`src/rtl/baseline_pkg.sv`:
```
// Shared types and width helpers for the per-channel baseline estimator.
package baseline_pkg;

    typedef enum logic [1:0] {
        IDLE  = 2'd0,
        TRAIN = 2'd1,
        HOLD  = 2'd2
    } bl_state_t;

    // Window accumulator: summing 2^win_log2 samples grows the sum by win_log2 bits.
    function automatic int acc_width(input int in_w, input int win_log2);
        return in_w + win_log2;
    endfunction

    // Tracking difference needs one guard bit over the wider operand.
    function automatic int diff_width(input int in_w, input int base_w);
        return ((in_w > base_w) ? in_w : base_w) + 1;
    endfunction

endpackage

```
`src/rtl/sat_narrow.sv`:
```
// Signed saturating narrower: clamps a signed IN_W value into OUT_W bits.
module sat_narrow #(
    parameter int IN_W  = 16,
    parameter int OUT_W = 8
) (
    input  logic signed [IN_W-1:0]  din,
    output logic signed [OUT_W-1:0] dout
);

    // Work width always exceeds OUT_W so the limits are representable.
    localparam int WW = (IN_W > OUT_W) ? IN_W : OUT_W + 1;

    localparam logic signed [WW-1:0] SAT_MAX = {{(WW-OUT_W+1){1'b0}}, {(OUT_W-1){1'b1}}};
    localparam logic signed [WW-1:0] SAT_MIN = {{(WW-OUT_W+1){1'b1}}, {(OUT_W-1){1'b0}}};

    function automatic logic signed [OUT_W-1:0] saturate(input logic signed [WW-1:0] x);
        if (x > SAT_MAX) begin
            return SAT_MAX[OUT_W-1:0];
        end else if (x < SAT_MIN) begin
            return SAT_MIN[OUT_W-1:0];
        end else begin
            return x[OUT_W-1:0];
        end
    endfunction

    logic signed [WW-1:0] wide;

    assign wide = WW'(din);
    assign dout = saturate(wide);

endmodule

```
`src/rtl/baseline_estimator.sv`:
```
// Per-channel baseline: averages 2^WIN_LOG2 valid samples, then holds the result.
// Optional EMA tracking in HOLD is enabled by defining BASELINE_TRACK_EN.
module baseline_estimator
    import baseline_pkg::*;
#(
    parameter int IN_W      = 72,
    parameter int BASE_W    = 50,
    parameter int WIN_LOG2  = 10,
    parameter int EMA_SHIFT = 6
) (
    input  logic                     clk,
    input  logic                     rst_n,
    input  logic                     start,
    input  logic signed [IN_W-1:0]   feat_in,
    input  logic                     feat_valid,
    output logic signed [BASE_W-1:0] base_out,
    output logic                     base_valid,
    output logic                     busy
);

    localparam int ACC_W = acc_width(IN_W, WIN_LOG2);

    bl_state_t                 state;
    logic signed [ACC_W-1:0]   acc;
    logic [WIN_LOG2-1:0]       cnt;
    logic signed [BASE_W-1:0]  base_q;
    logic                      base_valid_q;
    logic                      busy_q;

    logic signed [ACC_W-1:0]   acc_next;
    logic signed [ACC_W-1:0]   win_mean;
    logic signed [BASE_W-1:0]  win_sat;
    logic                      last_sample;

    assign acc_next    = acc + ACC_W'(feat_in);
    // Arithmetic shift floors the mean toward negative infinity.
    assign win_mean    = acc_next >>> WIN_LOG2;
    assign last_sample = &cnt;

    sat_narrow #(
        .IN_W  (ACC_W),
        .OUT_W (BASE_W)
    ) u_sat_win (
        .din  (win_mean),
        .dout (win_sat)
    );

`ifdef BASELINE_TRACK_EN
    localparam int DIFF_W = diff_width(IN_W, BASE_W);

    logic signed [DIFF_W-1:0] track_diff;
    logic signed [DIFF_W-1:0] track_step;
    logic signed [DIFF_W:0]   track_sum;
    logic signed [BASE_W-1:0] track_sat;

    assign track_diff = DIFF_W'(feat_in) - DIFF_W'(base_q);
    assign track_step = track_diff >>> EMA_SHIFT;
    assign track_sum  = (DIFF_W+1)'(base_q) + (DIFF_W+1)'(track_step);

    sat_narrow #(
        .IN_W  (DIFF_W + 1),
        .OUT_W (BASE_W)
    ) u_sat_track (
        .din  (track_sum),
        .dout (track_sat)
    );
`endif

    always_ff @(posedge clk or negedge rst_n) begin
        if (!rst_n) begin
            state        <= IDLE;
            acc          <= '0;
            cnt          <= '0;
            base_q       <= '0;
            base_valid_q <= 1'b0;
            busy_q       <= 1'b0;
        end else begin
            case (state)
                IDLE: begin
                    if (start) begin
                        state  <= TRAIN;
                        acc    <= '0;
                        cnt    <= '0;
                        busy_q <= 1'b1;
                    end
                end
                TRAIN: begin
                    // A restart wins over a coincident sample, which is dropped.
                    if (start) begin
                        acc <= '0;
                        cnt <= '0;
                    end else if (feat_valid) begin
                        if (last_sample) begin
                            state        <= HOLD;
                            base_q       <= win_sat;
                            base_valid_q <= 1'b1;
                            busy_q       <= 1'b0;
                            acc          <= '0;
                            cnt          <= '0;
                        end else begin
                            acc <= acc_next;
                            cnt <= cnt + WIN_LOG2'(1);
                        end
                    end
                end
                HOLD: begin
                    // base_q keeps the previous result until the new window completes.
                    if (start) begin
                        state        <= TRAIN;
                        base_valid_q <= 1'b0;
                        busy_q       <= 1'b1;
                        acc          <= '0;
                        cnt          <= '0;
                    end
`ifdef BASELINE_TRACK_EN
                    else if (feat_valid) begin
                        base_q <= track_sat;
                    end
`endif
                end
                default: begin
                    state        <= IDLE;
                    base_valid_q <= 1'b0;
                    busy_q       <= 1'b0;
                end
            endcase
        end
    end

    assign base_out   = base_q;
    assign base_valid = base_valid_q;
    assign busy       = busy_q;

endmodule
```
`config.mk`:
```
export PLATFORM = sky130hd
export DESIGN_NAME = baseline_estimator
export DESIGN_NICKNAME = d
export VERILOG_FILES = /design/src/rtl/baseline_pkg.sv /design/src/rtl/sat_narrow.sv /design/src/rtl/baseline_estimator.sv
export SDC_FILE = /design/constraint.sdc
export NUM_CORES = 1
export LEC_CHECK = 0
export ABC_AREA = 1
export ABC_CLOCK_PERIOD_IN_PS = 3100
export CORE_ASPECT_RATIO = 1.2
export CORE_MARGIN = 8
export CORE_UTILIZATION = 30
export DETAILED_ROUTE_END_ITERATION = 7
export PLACE_DENSITY = 0.45
export RECOVER_POWER = 50
export SLEW_MARGIN = 10
export SYNTH_ARGS = -nofsm -noshare
export SYNTH_HDL_FRONTEND = slang
export SYNTH_HIERARCHICAL = 1
export SYNTH_SLANG_ARGS = --single-unit
```
`constraint.sdc`:
```
create_clock -name clk -period 3.1 [get_ports clk]
set_input_delay 0.31 -clock clk [delete_from_list [all_inputs] [get_ports clk]]
set_output_delay 0.31 -clock clk [all_outputs]
set_load 0.005 [all_outputs]
```
==> reports/qor.csv, run 1 <==
stage,metric,value,unit
floorplan,DIE HEIGHT,257,um
placed_design,Placer Congestion,0.944,
drt,Initial DRC Count,868,
setup_path,CP Capture Type,flip-flop,
status,status,"finished, violations left",
sta,fin crit period,3480,ps
setup_path,worst endpoint data arrival time,3870,ps
yosys,Synth Register Bits,146,
setup_path,"most used cell, CP",nand2_1,
sta,Peak Freq,0.287,GHz
setup_path,crit path kind,flip-flop to flip-flop,
drt,number of remaining DRC errors,0,
clock_network,Num Clock Sinks,146,
drt,Initial DRT Pass Iterations,5,
floorplan,initial core utilization,30.3,%
yosys,Synth async-reset ratio,100,%
placed_design,Final HPWL DP,51500,um
yosys,Cells after Synth,2379,
min_path,Hold Path Cell Cnt,2,
setup_path,max incr delay on CP,410,ps
drt,via count,16416,
drt,drt wl/cell,18.3,um
yosys,post-synthesis sequential area ratio,25.1,%
power,Pwr Density,732,mW/mm^2
clock_network,clk_lat worst skew,500,ps
setup_path,Reg2Reg Setup Slack,-380,ps
yosys,syn_nets,2538,
status,failing checks,setup timing,
placed_design,placed cells,3486,
final_layout,Final nets,3127,
floorplan,Row Count,88,
setup_path,crit path buf inv count,5,
yosys,Mean Syn Cell Area,6.12,um^2
final_layout,"most common cell after layout, fill and taps aside",nand2_1,
setup_path,crit-path cells,ha_4 -> nand2_1 -> inv_1 -> buf_4 -> nand2_1 -> o21bai_1 -> buf_4 -> nand2_1 -> nand2_1 -> a21oi_2 -> nand3_1 -> and2_1 -> nor2_2 -> nand3_1 -> nor2_1 -> nand2_2 -> nand2_4 -> buf_12 -> clkbuf_16 -> nand2_1 -> mux2_4,
yosys,largest cells by area after synthesis,"dfrtp_1, nand2_1, inv_1",
global_routing,largest net degree at the start of global routing,49,
yosys,"Distinct cells, synth",45,
power,Pleak,12.4,nW
drt,post-detailed-route via-to-cell ratio,4.55,
floorplan,DIE AREA,0.0558,mm^2
sta,final hold vios,0,
final_layout,final cell count without fillers,3610,
yosys,synthesized area,0.0145,mm^2
sta,Worst-Margin Slew,1380,ps
setup_path,CP max stage cell,dfrtp_1,
sta,final worst-path cycle share,112,%
power,Tot Pwr,17.2,mW
setup_path,worst-case reg-to-reg path depth,21,
sta,Final Worst Setup Slack,-383,ps
clock_network,clock-pin slew on the worst setup and hold paths,70,ps
setup_path,FF-to-FF Start,acc[46],
yosys,Post-synth EDFFs,0,
setup_path,critical path's top delay family,simple AND/OR/NAND/NOR gates,
clock_network,CTS HTree Levels,4,
setup_path,worst r2r dst,base_out[27],
sta,max_slew headroom,8.10,%
min_path,hold wc startpoint,acc[76],
yosys,Yosys Warn Count,6,
setup_path,CP Max Fanout,6,
clock_network,CTS tree,done,
final_layout,Layout area overhead,61.7,%
job,MaxCap Viol Count,0,
placed_design,Port-buffer cells,127,
global_routing,vias in the first global route,16715,
global_routing,first-pass GRT wire length,96500,um
clock_network,buffer levels on the longest clock path,2,
drt,antenna-violating nets left,0,
sta,Final Slew Violations,0,
sta,RSZ-0062 raised after global routing,true,
yosys,post-synth top area share,25.1,%
power,Worst VDD drop,0.000419,V
drt,Routed WL,66000,um
floorplan,Die Span X,217,um
sta,Setup-failing EPs final,49,
setup_path,CP startpoint kind,flip-flop,
clock_network,Root Driver,clkbuf_16,
global_routing,grt total ovfl,0,
global_routing,initial antenna violation count,0,
min_path,WHS Endpoint,acc[76],
min_path,worst min path class,flip-flop to flip-flop,
sta,Clock Skew,10.9,ps
floorplan,CORE AREA,0.0480,mm^2
clock_network,CTS Buf Count,17,
yosys,"area leader, netlist",dfrtp_1,
setup_path,Critical Path RT,3480,ps
final_layout,Ant. Diodes,0,
yosys,"Primary FF master, synth",dfrtp_1,
final_layout,most frequent cells in the layout,"nand2_1, buf_4, inv_1",
final_layout,layout cells sized above 1,37.0,%
global_routing,total global-route track usage,22.6,%
floorplan,Top Ports,128,
-- worst max path at each step --
| stage | from | to | slack, ps | depth (start not counted) |
|---|---|---|---|---|
| 2_1_floorplan | acc[39] | base_out[48] | 30 | 22 |
| 3_3_place_gp | feat_in[71] | base_out[28] | -1290 | 24 |
| 3_5_place_dp | feat_in[71] | base_out[38] | -1280 | 24 |
| 4_1_cts | acc[0] | base_out[38] | -400 | 25 |
| 5_1_grt | acc[37] | base_out[18] | -530 | 23 |
| 6_report | acc[46] | base_out[27] | -380 | 21 |
-- cell usage after synthesis (2+ instances only) --
cell      instances
ha_1             82
nand2_1         966
inv_2            15
clkbuf_1         12
xnor2_1          20
o21ai_0          45
nor3_2            4
nor2_1          204
and2_1           48
nor2_4            7
mux2_4           45
xor2_2            4
nand3b_1          8
nor3_1           15
buf_6            10
nand3_2          10
or2_2             8
dfrtp_1         146
nand3_1         113
nor2_2           25
xor2_1           14
or2_1             3
nand2_2          22
mux2_1            5
a21oi_1          83
nand4_1           4
a22o_1            8
inv_1           414
buf_2            10
o21bai_1         13
and3_1            2
-- timing repair --
action | 4_1_cts | 5_1_grt
hold endpoints to repair | 42 | 0
hold buffers | 1 | 0
gates cloned | 4 | 12
pin swaps | 50 | 143
endpoints found under the setup margin | 49 | 50
gates resized for setup | 281 | 342
buffers inserted | 37 | 41
-- worst min-delay path: stages, from the launching register on --
cell     delay (ps)
dfrtp_1         350
nand2_1          50
nand2_1          60
-- flip-flops by register name (all words and copies together) (netlist names) --
name,count
acc,82
base_valid,1
cnt,10
busy,1
base_out,50
state,2
-- stage by stage --
stage | hold WS (ps) | instance area (um^2) | TNS (ps) | util [%] | worst slack [ps]
finish | 493 | 23500 | -16850 | 49.0 | -383
global route | 517 | 23500 | -23920 | 49.0 | -526
CTS | 314 | 21800 | -18120 | 45.4 | -405
detailed placement | 290 | 19400 | -60940 | 40.3 | -1280
global placement | 289 | 19400 | -61570 | 40.3 | -1290
floorplan | 14.4 | 14600 | 0 | - | 26.7
-- per-layer routing --
| metal | global-route usage [%] | wire length, um |
|---|---|---|
| met3 | 3.08 | 2000 |
| met5 | 0 | 0 |
| met4 | 7.97 | 2410 |
| met1 | 26.2 | 27800 |
| met2 | 41.5 | 33900 |
-- cell families after synthesis --
logic type / Yosys count / share of synthesized area, %
adders and majority gates: 83 / 7.19
AOI/OAI and AO/OA: 157 / 6.03
xor gates and xnor gates: 38 / 2.49
and+or+nand+nor: 1443 / 41.6
muxes: 50 / 5.03
DFF: 146 / 25.1
buffers and inverters: 462 / 12.5
-- power breakdown --
part           total (mW)  leakage (nW)  internal [mW]  switching (mW)
Sequential           2.62          1.97           2.28           0.346
Clock                2.09         0.265           1.04            1.04
Combinational        12.5          10.2           5.71            6.82
Total                17.2          12.4           9.03            8.21
-- cell type report --
| class | count | area [um^2] |
|---|---|---|
| Sequential cell | 146 | 3650 |
| Inverter | 429 | 1610 |
| Clock inverter | 14 | 121 |
| Timing Repair Buffer | 602 | 5230 |
| Tap cell | 630 | 788 |
| Multi-Input combinational cell | 1772 | 11700 |
| Clock buffer | 17 | 425 |
| Fill cell | 5053 | 24500 |
Note: power is estimated with default switching activity, not from simulation.
==> run 2, diff against run 1 <==
PLACE_DENSITY = 0.56   (was 0.45)
==> reports/qor.csv, run 2 (synthesis results as in run 1) <==
stage,metric,value,unit,change
floorplan,Row Count,88,,unchanged
sta,Final Worst Setup Slack,-302,ps,+80.8 ps
drt,Routed WL,62900,um,-4.7%
setup_path,Worst Setup EP,base_out[35],,
placed_design,Placer Congestion,1.03,,+9.6%
global_routing,largest net degree at the start of global routing,53,,+8.2%
sta,Setup-failing EPs final,49,,unchanged
clock_network,CTS HTree Levels,4,,unchanged
drt,post-detailed-route via-to-cell ratio,4.55,,about the same
final_layout,Layout fillers,4874,,-3.5%
final_layout,Register Area,0.00365,mm^2,unchanged
floorplan,CORE AREA,0.0480,mm^2,unchanged
setup_path,crit-path cells,ha_4 -> a21oi_2 -> nand2_2 -> buf_4 -> a21oi_4 -> nand2_2 -> a21oi_4 -> nand4_1 -> and2_4 -> nor2_2 -> nand2_1 -> nor2_1 -> nand2_1 -> nor2_1 -> nand2_2 -> nand2_4 -> buf_12 -> buf_16 -> nand2_1 -> mux2_4,,
sta,final hold vios,0,,unchanged
setup_path,FF-to-FF Start,acc[64],,
drt,via count,16442,,+0.16%
setup_path,max incr delay on CP,420,ps,about the same
floorplan,Top Ports,128,,unchanged
final_layout,Ant. Diodes,0,,unchanged
setup_path,CP max stage cell,dfrtp_1,,
setup_path,Reg2Reg Setup Slack,-300,ps,+80 ps
drt,drt wl/cell,17.4,um,-4.8%
setup_path,worst-case reg-to-reg path depth,20,,-4.8%
power,Int Pwr,9.00,mW,-0.32%
floorplan,initial core utilization,30.3,%,unchanged
power,switching part of the total,46.4,%,-1.2 points
global_routing,vias in the first global route,16967,,+1.5%
clock_network,clk_lat worst skew,470,ps,-30 ps
sta,final worst-path cycle share,110,%,-2.6 points
global_routing,initial antenna violation count,0,,unchanged
clock_network,CTS tree,done,,
drt,number of remaining DRC errors,0,,unchanged
power,sequential power share,15.6,%,+0.4 points
global_routing,total global-route track usage,21.9,%,-0.69 points
job,MaxCap Viol Count,1,,+1
power,Logic pwr share,71.2,%,-1.5 points
setup_path,CP Max Fanout,8,,+2
clock_network,Root Driver,clkbuf_16,,
clock_network,clock-pin slew on the worst setup and hold paths,70,ps,about the same
power,Psw,7.78,mW,-5.2%
min_path,worst min path class,flip-flop to flip-flop,,
final_layout,max FFs per register,82,,unchanged
power,Clock power frac,13.2,%,+1.1 points
power,Pwr Density,706,mW/mm^2,-3.5%
sta,Clock Skew,13.1,ps,+2.23 ps
setup_path,CP Capture Type,flip-flop,,
placed_design,Port-buffer cells,127,,unchanged
sta,total negative setup slack,-13190,ps,+3660 ps
power,Pleak,12.5,nW,+0.66%
clock_network,Num Clock Sinks,146,,unchanged
placed_design,Final HPWL DP,50000,um,-2.8%
setup_path,CP startpoint kind,flip-flop,,
sta,RSZ-0062 raised after global routing,true,,
sta,max_slew headroom,-0.416,%,-8.5 points
status,failing checks,"capacitance limit, slew limit, setup timing",,
sta,Final Slew Violations,51,,+51
final_layout,most frequent cells in the layout,"nand2_1, buf_4, inv_1",,
global_routing,first-pass GRT wire length,94600,um,-2.0%
final_layout,most flop-heavy register,acc,,
drt,antenna-violating nets left,0,,unchanged
sta,Peak Freq,0.294,GHz,+2.4%
setup_path,Critical Path Start,acc[64],,
sta,Worst-Margin Slew,1510,ps,+128 ps
clock_network,CTS Buf Count,17,,unchanged
setup_path,worst endpoint data arrival time,3750,ps,-120 ps
setup_path,crit path kind,flip-flop to flip-flop,,
final_layout,final core utilization,49.5,%,+0.46 points
status,status,"finished, violations left",,
floorplan,DIE HEIGHT,257,um,unchanged
drt,Initial DRC Count,839,,-3.3%
final_layout,area occupied by multi-input gates,0.0120,mm^2,+2.4%
setup_path,worst r2r dst,base_out[35],,
final_layout,layout cells sized above 1,39.3,%,+2.2 points
clock_network,buffer levels on the longest clock path,2,,unchanged
power,Worst VDD drop,0.000427,V,+1.9%
final_layout,"most common cell after layout, fill and taps aside",nand2_1,,
floorplan,DIE AREA,0.0558,mm^2,unchanged
final_layout,Final nets,3131,,+0.13%
setup_path,Critical Path RT,3450,ps,-30 ps
global_routing,grt total ovfl,0,,unchanged
sta,fin crit period,3400,ps,-80.8 ps
drt,Initial DRT Pass Iterations,5,,unchanged
final_layout,Layout area overhead,63.3,%,
floorplan,Die Span X,217,um,unchanged
[run 2: cell types whose count changed in the layout (fill, tap and decap cells not counted), sizes merged, moves of 2 or more]
cell | before | now
and2 | 50 | 52
buf | 464 | 469
bufinv | 0 | 3
clkbuf | 28 | 26
clkinv | 4 | 6
inv | 437 | 430
[run 2: cell type report]
cell class                      count  area share [%]
Sequential cell                   146            15.4
Multi-Input combinational cell   1774            50.4
Timing Repair Buffer              604            21.5
Inverter                          429            6.81
Tap cell                          630            3.32
Clock buffer                       19            1.86
Clock inverter                     13           0.669
[run 2: power by group through the flow]
stage	sequential, mW	combinational (mW)	clock [mW]
3_5_place_dp	2.52	9.16	0
6_report	2.62	11.9	2.21
3_3_place_gp	2.51	9.11	0
5_1_grt	2.66	13.0	2.33
4_1_cts	2.61	11.0	2.26
2_1_floorplan	2.46	5.06	0
[run 2: metrics by stage]
step | power (mW) | instances | instance area, um^2 | setup WS, ps | hold slack, ps
3_5_place_dp | 11.7 | 3496 | 19400 | -1150 | 325
2_1_floorplan | 7.52 | 2379 | 14600 | 26.7 | 14.4
6_report | 16.8 | 3615 | 23800 | -302 | 494
3_3_place_gp | 11.6 | 3496 | 19400 | -1150 | 327
5_1_grt | 18.0 | 3615 | 23800 | -461 | 515
4_1_cts | 15.8 | 3579 | 22800 | -208 | 379
[run 2: worst max-delay path: cells and delay by family, from the launching register on]
| kind | cells | cell delay [ps] |
|---|---|---|
| adders and majority gates | 1 | 290 |
| buffers and inverters | 3 | 440 |
| AOI/OAI and AO/OA | 3 | 490 |
| DFF | 1 | 420 |
| muxes | 1 | 260 |
| and+or+nand+nor | 12 | 1370 |
[run 2: routing by layer]
metal	track usage (%)	part of all wire [%]	wire length, um	vias up
li1	-	-	-	8403
met2	39.2	51	32000	284
met1	25.0	41	25900	7657
met3	3.52	3.5	2220	98
met4	10.3	4.4	2770	0
met5	0	0	0	-
[run 2: worst min path at each step]
stage,start,end,depth (start not counted)
2_1_floorplan,rst_n,acc[0],0
3_3_place_gp,rst_n,cnt[4],1
3_5_place_dp,rst_n,cnt[3],1
4_1_cts,rst_n,cnt[1],2
5_1_grt,acc[79],acc[79],2
6_report,base_out[28],base_out[28],1
[run 2: repair_timing]
| item | in CTS | in global routing |
|---|---|---|
| hold endpoints to repair | 48 | 0 |
| buffers inserted | 45 | 31 |
| setup endpoints to repair | 49 | 49 |
| pin swaps | 110 | 84 |
| resized for setup | 494 | 206 |
| hold buffers | 1 | 0 |
| gates cloned | 5 | 6 |
==> run 3, diff against run 2 <==
ABC_AREA = unset   (was 1)
PLACE_DENSITY = 0.57   (was 0.56)
==> reports/qor.csv, run 3 <==
stage,metric,value,unit,change
power,Pwr Density,571,mW/mm^2,-19%
sta,Clock Skew,14.4,ps,+1.29 ps
min_path,Hold Path Cell Cnt,2,,+1
drt,number of remaining DRC errors,0,,unchanged
final_layout,Register Area,0.00365,mm^2,about the same
setup_path,worst endpoint data arrival time,5150,ps,+1400 ps
setup_path,crit path buf inv count,6,,+3
status,failing checks,"capacitance limit, slew limit, setup timing",,
setup_path,worst-case reg-to-reg path depth,20,,unchanged
final_layout,Layout fillers,3485,,-28%
yosys,Compound-Gate Fraction of Synth Area,27.9,%,+22 points
sta,max_slew headroom,-22.3,%,-22 points
yosys,simple-gate share of the synthesized area,16.2,%,-25 points
yosys,post-synthesis mux area share,5.14,%,+0.11 points
setup_path,Critical Path RT,3440,ps,about the same
clock_network,Num Clock Sinks,146,,unchanged
clock_network,clk_lat worst skew,460,ps,about the same
setup_path,CP Capture Type,flip-flop,,
setup_path,crit-path cells,clkdlybuf4s50_1 -> ha_1 -> buf_4 -> a21oi_4 -> o21ai_2 -> a221oi_2 -> o211ai_1 -> o211ai_1 -> a211oi_2 -> buf_4 -> o31ai_4 -> and2_4 -> buf_4 -> xnor2_2 -> nor4_1 -> buf_4 -> nand4_1 -> or3_4 -> clkbuf_16 -> o211a_1 -> mux2_4,,
clock_network,CTS Buf Count,17,,unchanged
drt,drt wl/cell,18.9,um,+8.4%
power,Clock power frac,20.3,%,+7.1 points
yosys,"area leader, netlist",dfrtp_1,,
yosys,Synth Register Bits,146,,unchanged
floorplan,initial core utilization,30.1,%,-0.23 points
power,Logic pwr share,58.9,%,-12 points
global_routing,initial antenna violation count,0,,unchanged
final_layout,Layout area overhead,64.3,%,
sta,Peak Freq,0.208,GHz,-29%
sta,Hold WS,490,ps,-3.89 ps
setup_path,critical path's top delay family,compound AO/OA/AOI/OAI gates,,
placed_design,Final HPWL DP,30900,um,-38%
final_layout,most frequent cells in the layout,"buf_4, dfrtp_1, clkdlybuf4s50_1",,
floorplan,DIE AREA,0.0451,mm^2,-19%
drt,Initial DRC Count,686,,-18%
setup_path,FF-to-FF Start,acc[0],,
sta,Final Slew Violations,67,,+31%
yosys,Post-Synth Adder-Cell Area,9.05,%,+1.9 points
floorplan,CORE AREA,0.0385,mm^2,-20%
yosys,main combinational cell family by area after synthesis,compound AO/OA/AOI/OAI gates,,
global_routing,layer with the highest usage,met2,,
yosys,post-synthesis sequential area ratio,31.6,%,+6.5 points
global_routing,largest net degree at the start of global routing,78,,+47%
sta,Setup-failing EPs final,68,,+39%
yosys,most frequent cells after synthesis,"dfrtp_1, a21oi_1, nand2_1",,
min_path,worst min path class,flip-flop to flip-flop,,
setup_path,"most used cell, CP",buf_4,,
global_routing,GR Layer Usage met1,22.5,%,-2.5 points
power,Worst VDD drop,0.000401,V,-6.2%
global_routing,GR Util met2,32.9,%,-6.3 points
clock_network,CTS tree,done,,
final_layout,Ant. Diodes,0,,unchanged
floorplan,DIE HEIGHT,231,um,-10%
global_routing,grt total ovfl,0,,unchanged
yosys,post-synth top area share,31.6,%,+6.5 points
global_routing,first-pass GRT wire length,67400,um,-29%
min_path,hold wc startpoint,acc[9],,
drt,post-detailed-route via-to-cell ratio,5.25,,+15%
drt,Initial DRT Pass Iterations,5,,unchanged
drt,via count,12217,,-26%
setup_path,CP Max Fanout,12,,+4
drt,antenna-violating nets left,0,,unchanged
final_layout,area occupied by multi-input gates,0.00898,mm^2,-25%
final_layout,max FFs per register,82,,unchanged
setup_path,CP startpoint kind,input pin,,
floorplan,Top Ports,128,,unchanged
final_layout,final core utilization,49.4,%,-0.069 points
final_layout,"most common cell after layout, fill and taps aside",buf_4,,
clock_network,buffer levels on the longest clock path,2,,unchanged
status,status,"finished, violations left",,
yosys,Mean Syn Cell Area,8.91,um^2,+46%
min_path,WHS Endpoint,acc[9],,
global_routing,total global-route track usage,18.6,%,-3.2 points
yosys,synthesized area,0.0116,mm^2,-21%
setup_path,max incr delay on CP,510,ps,+90 ps
sta,Worst-Margin Slew,1830,ps,+328 ps
placed_design,placed cells,2237,,-36%
sta,final worst-path cycle share,155,%,+45 points
power,switching part of the total,38.6,%,-7.8 points
clock_network,Root Driver,clkbuf_16,,
power,Pleak,8.75,nW,-30%
final_layout,most flop-heavy register,acc,,
floorplan,Row Count,79,,-10%
setup_path,worst r2r dst,base_out[47],,
global_routing,vias in the first global route,12518,,-26%
yosys,Post-Synth XOR/XNOR Area,6.21,%,+3.7 points
power,Int Pwr,6.66,mW,-26%
yosys,"Distinct cells, synth",71,,+58%
setup_path,Reg2Reg Setup Slack,-1680,ps,-1380 ps
floorplan,Die Span X,195,um,-10%
yosys,Post-synth EDFFs,0,,unchanged
placed_design,Port-buffer cells,127,,unchanged
yosys,"Primary FF master, synth",dfrtp_1,,
final_layout,Final nets,1988,,-37%
sta,final hold vios,0,,unchanged
final_layout,layout cells sized above 1,39.5,%,+0.23 points
yosys,Cells after Synth,1298,,-45%
final_layout,final cell count without fillers,2328,,-36%
setup_path,CP max stage cell,clkdlybuf4s50_1,,
sta,fin crit period,4800,ps,+1400 ps
yosys,largest cells by area after synthesis,"dfrtp_1, ha_1, a22o_1",,
global_routing,global routing usage on met3,2.83,%,-0.69 points
job,MaxCap Viol Count,1,,unchanged
drt,Routed WL,43900,um,-30%
power,Psw,4.18,mW,-46%
yosys,Yosys Warn Count,6,,unchanged
clock_network,clock-pin slew on the worst setup and hold paths,70,ps,about the same
yosys,most common cell in the netlist,dfrtp_1,,
sta,Final Worst Setup Slack,-1700,ps,-1400 ps
setup_path,crit path kind,input pin to flip-flop,,
yosys,syn_nets,1457,,-43%
power,sequential power share,20.7,%,+5.1 points
sta,RSZ-0062 raised after global routing,true,,
placed_design,Placer Congestion,0.899,,-13%
yosys,Synth async-reset ratio,100,%,unchanged
clock_network,CTS HTree Levels,4,,unchanged
[run 3: changes by cell type in the layout (fill, tap and decap cells not counted), moves of 59 or more]
cell	change
nand2_1	-688
inv_1	-344
nand2_2	-160
nor2_4	-76
nand3_1	-69
a22o_1	+62
nor2_2	-59
[run 3: area by class of cell]
cell class | instances | area share, %
multi-input combinational | 1042 | 47.3
timing repair buffer | 589 | 26.5
sequential | 146 | 19.2
tap | 486 | 3.20
clock buffer | 17 | 2.24
clock inverter | 15 | 0.896
inverter | 33 | 0.652
[run 3: worst max-delay path by stage]
stage	end	slack [ps]	depth (start not counted)	startpoint
2_1_floorplan	base_out[40]	-1290	18	acc[24]
3_3_place_gp	base_out[37]	-2320	18	feat_in[13]
3_5_place_dp	base_out[37]	-2380	18	feat_in[13]
4_1_cts	base_out[37]	-1590	17	acc[0]
5_1_grt	base_out[40]	-1900	21	acc[20]
6_report	base_out[47]	-1700	21	feat_in[13]
[run 3: what timing repair did]
item,in CTS,in global routing
endpoints found under the setup margin,85,92
resized for setup,122,154
endpoints found under the hold margin,64,0
pin swaps,43,73
cloned,4,5
setup buffers,19,36
hold buffers,1,0
[run 3: through the flow]
stage	worst slack (ps)	cell area (um^2)	TNS [ps]	power (mW)
floorplan	-1290	11700	-59980	5.01
global placement	-2320	16300	-138740	7.36
detailed placement	-2380	16300	-142090	7.43
CTS	-1590	17800	-79190	10.2
global route	-1900	19000	-102220	11.5
finish	-1700	19000	-85200	10.8
[run 3: power by group through the flow]
stage | registers [mW] | clock network, mW | logic (mW)
2_1_floorplan | 2.21 | 0 | 2.80
3_3_place_gp | 2.24 | 0 | 5.12
3_5_place_dp | 2.24 | 0 | 5.19
4_1_cts | 2.23 | 2.26 | 5.72
5_1_grt | 2.27 | 2.32 | 6.88
6_report | 2.25 | 2.21 | 6.39
[run 3: cells by family (layout without fill, tap and decap cells)]
logic type,after synthesis,count (layout)
AOI/OAI and AO/OA,449,449
xor gates and xnor gates,82,85
adders and majority gates,83,83
buffers and inverters,113,654
DFF,146,146
muxes,53,53
and+or+nand+nor,372,372
[run 3: layer usage]
layer  up-vias  wire [um]
li1       5884          -
met2       273      22100
met4         0       1390
met1      5976      18900
met3        84       1530
met5         -          0
[run 3: worst register-to-register path: stages (launching register included)]
cell       delay, ps
dfrtp_1          410
ha_4             180
fa_2             350
a211oi_2         220
o21a_1           200
a21bo_4          170
a21oi_2           70
o211ai_1         320
a211oi_2         130
buf_4            180
o31ai_4          220
and2_4           200
buf_4            110
xnor2_2           60
nor4_1           340
buf_4            190
nand4_1          100
or3_4            510
clkbuf_16        240
o211a_1          230
mux2_4           250
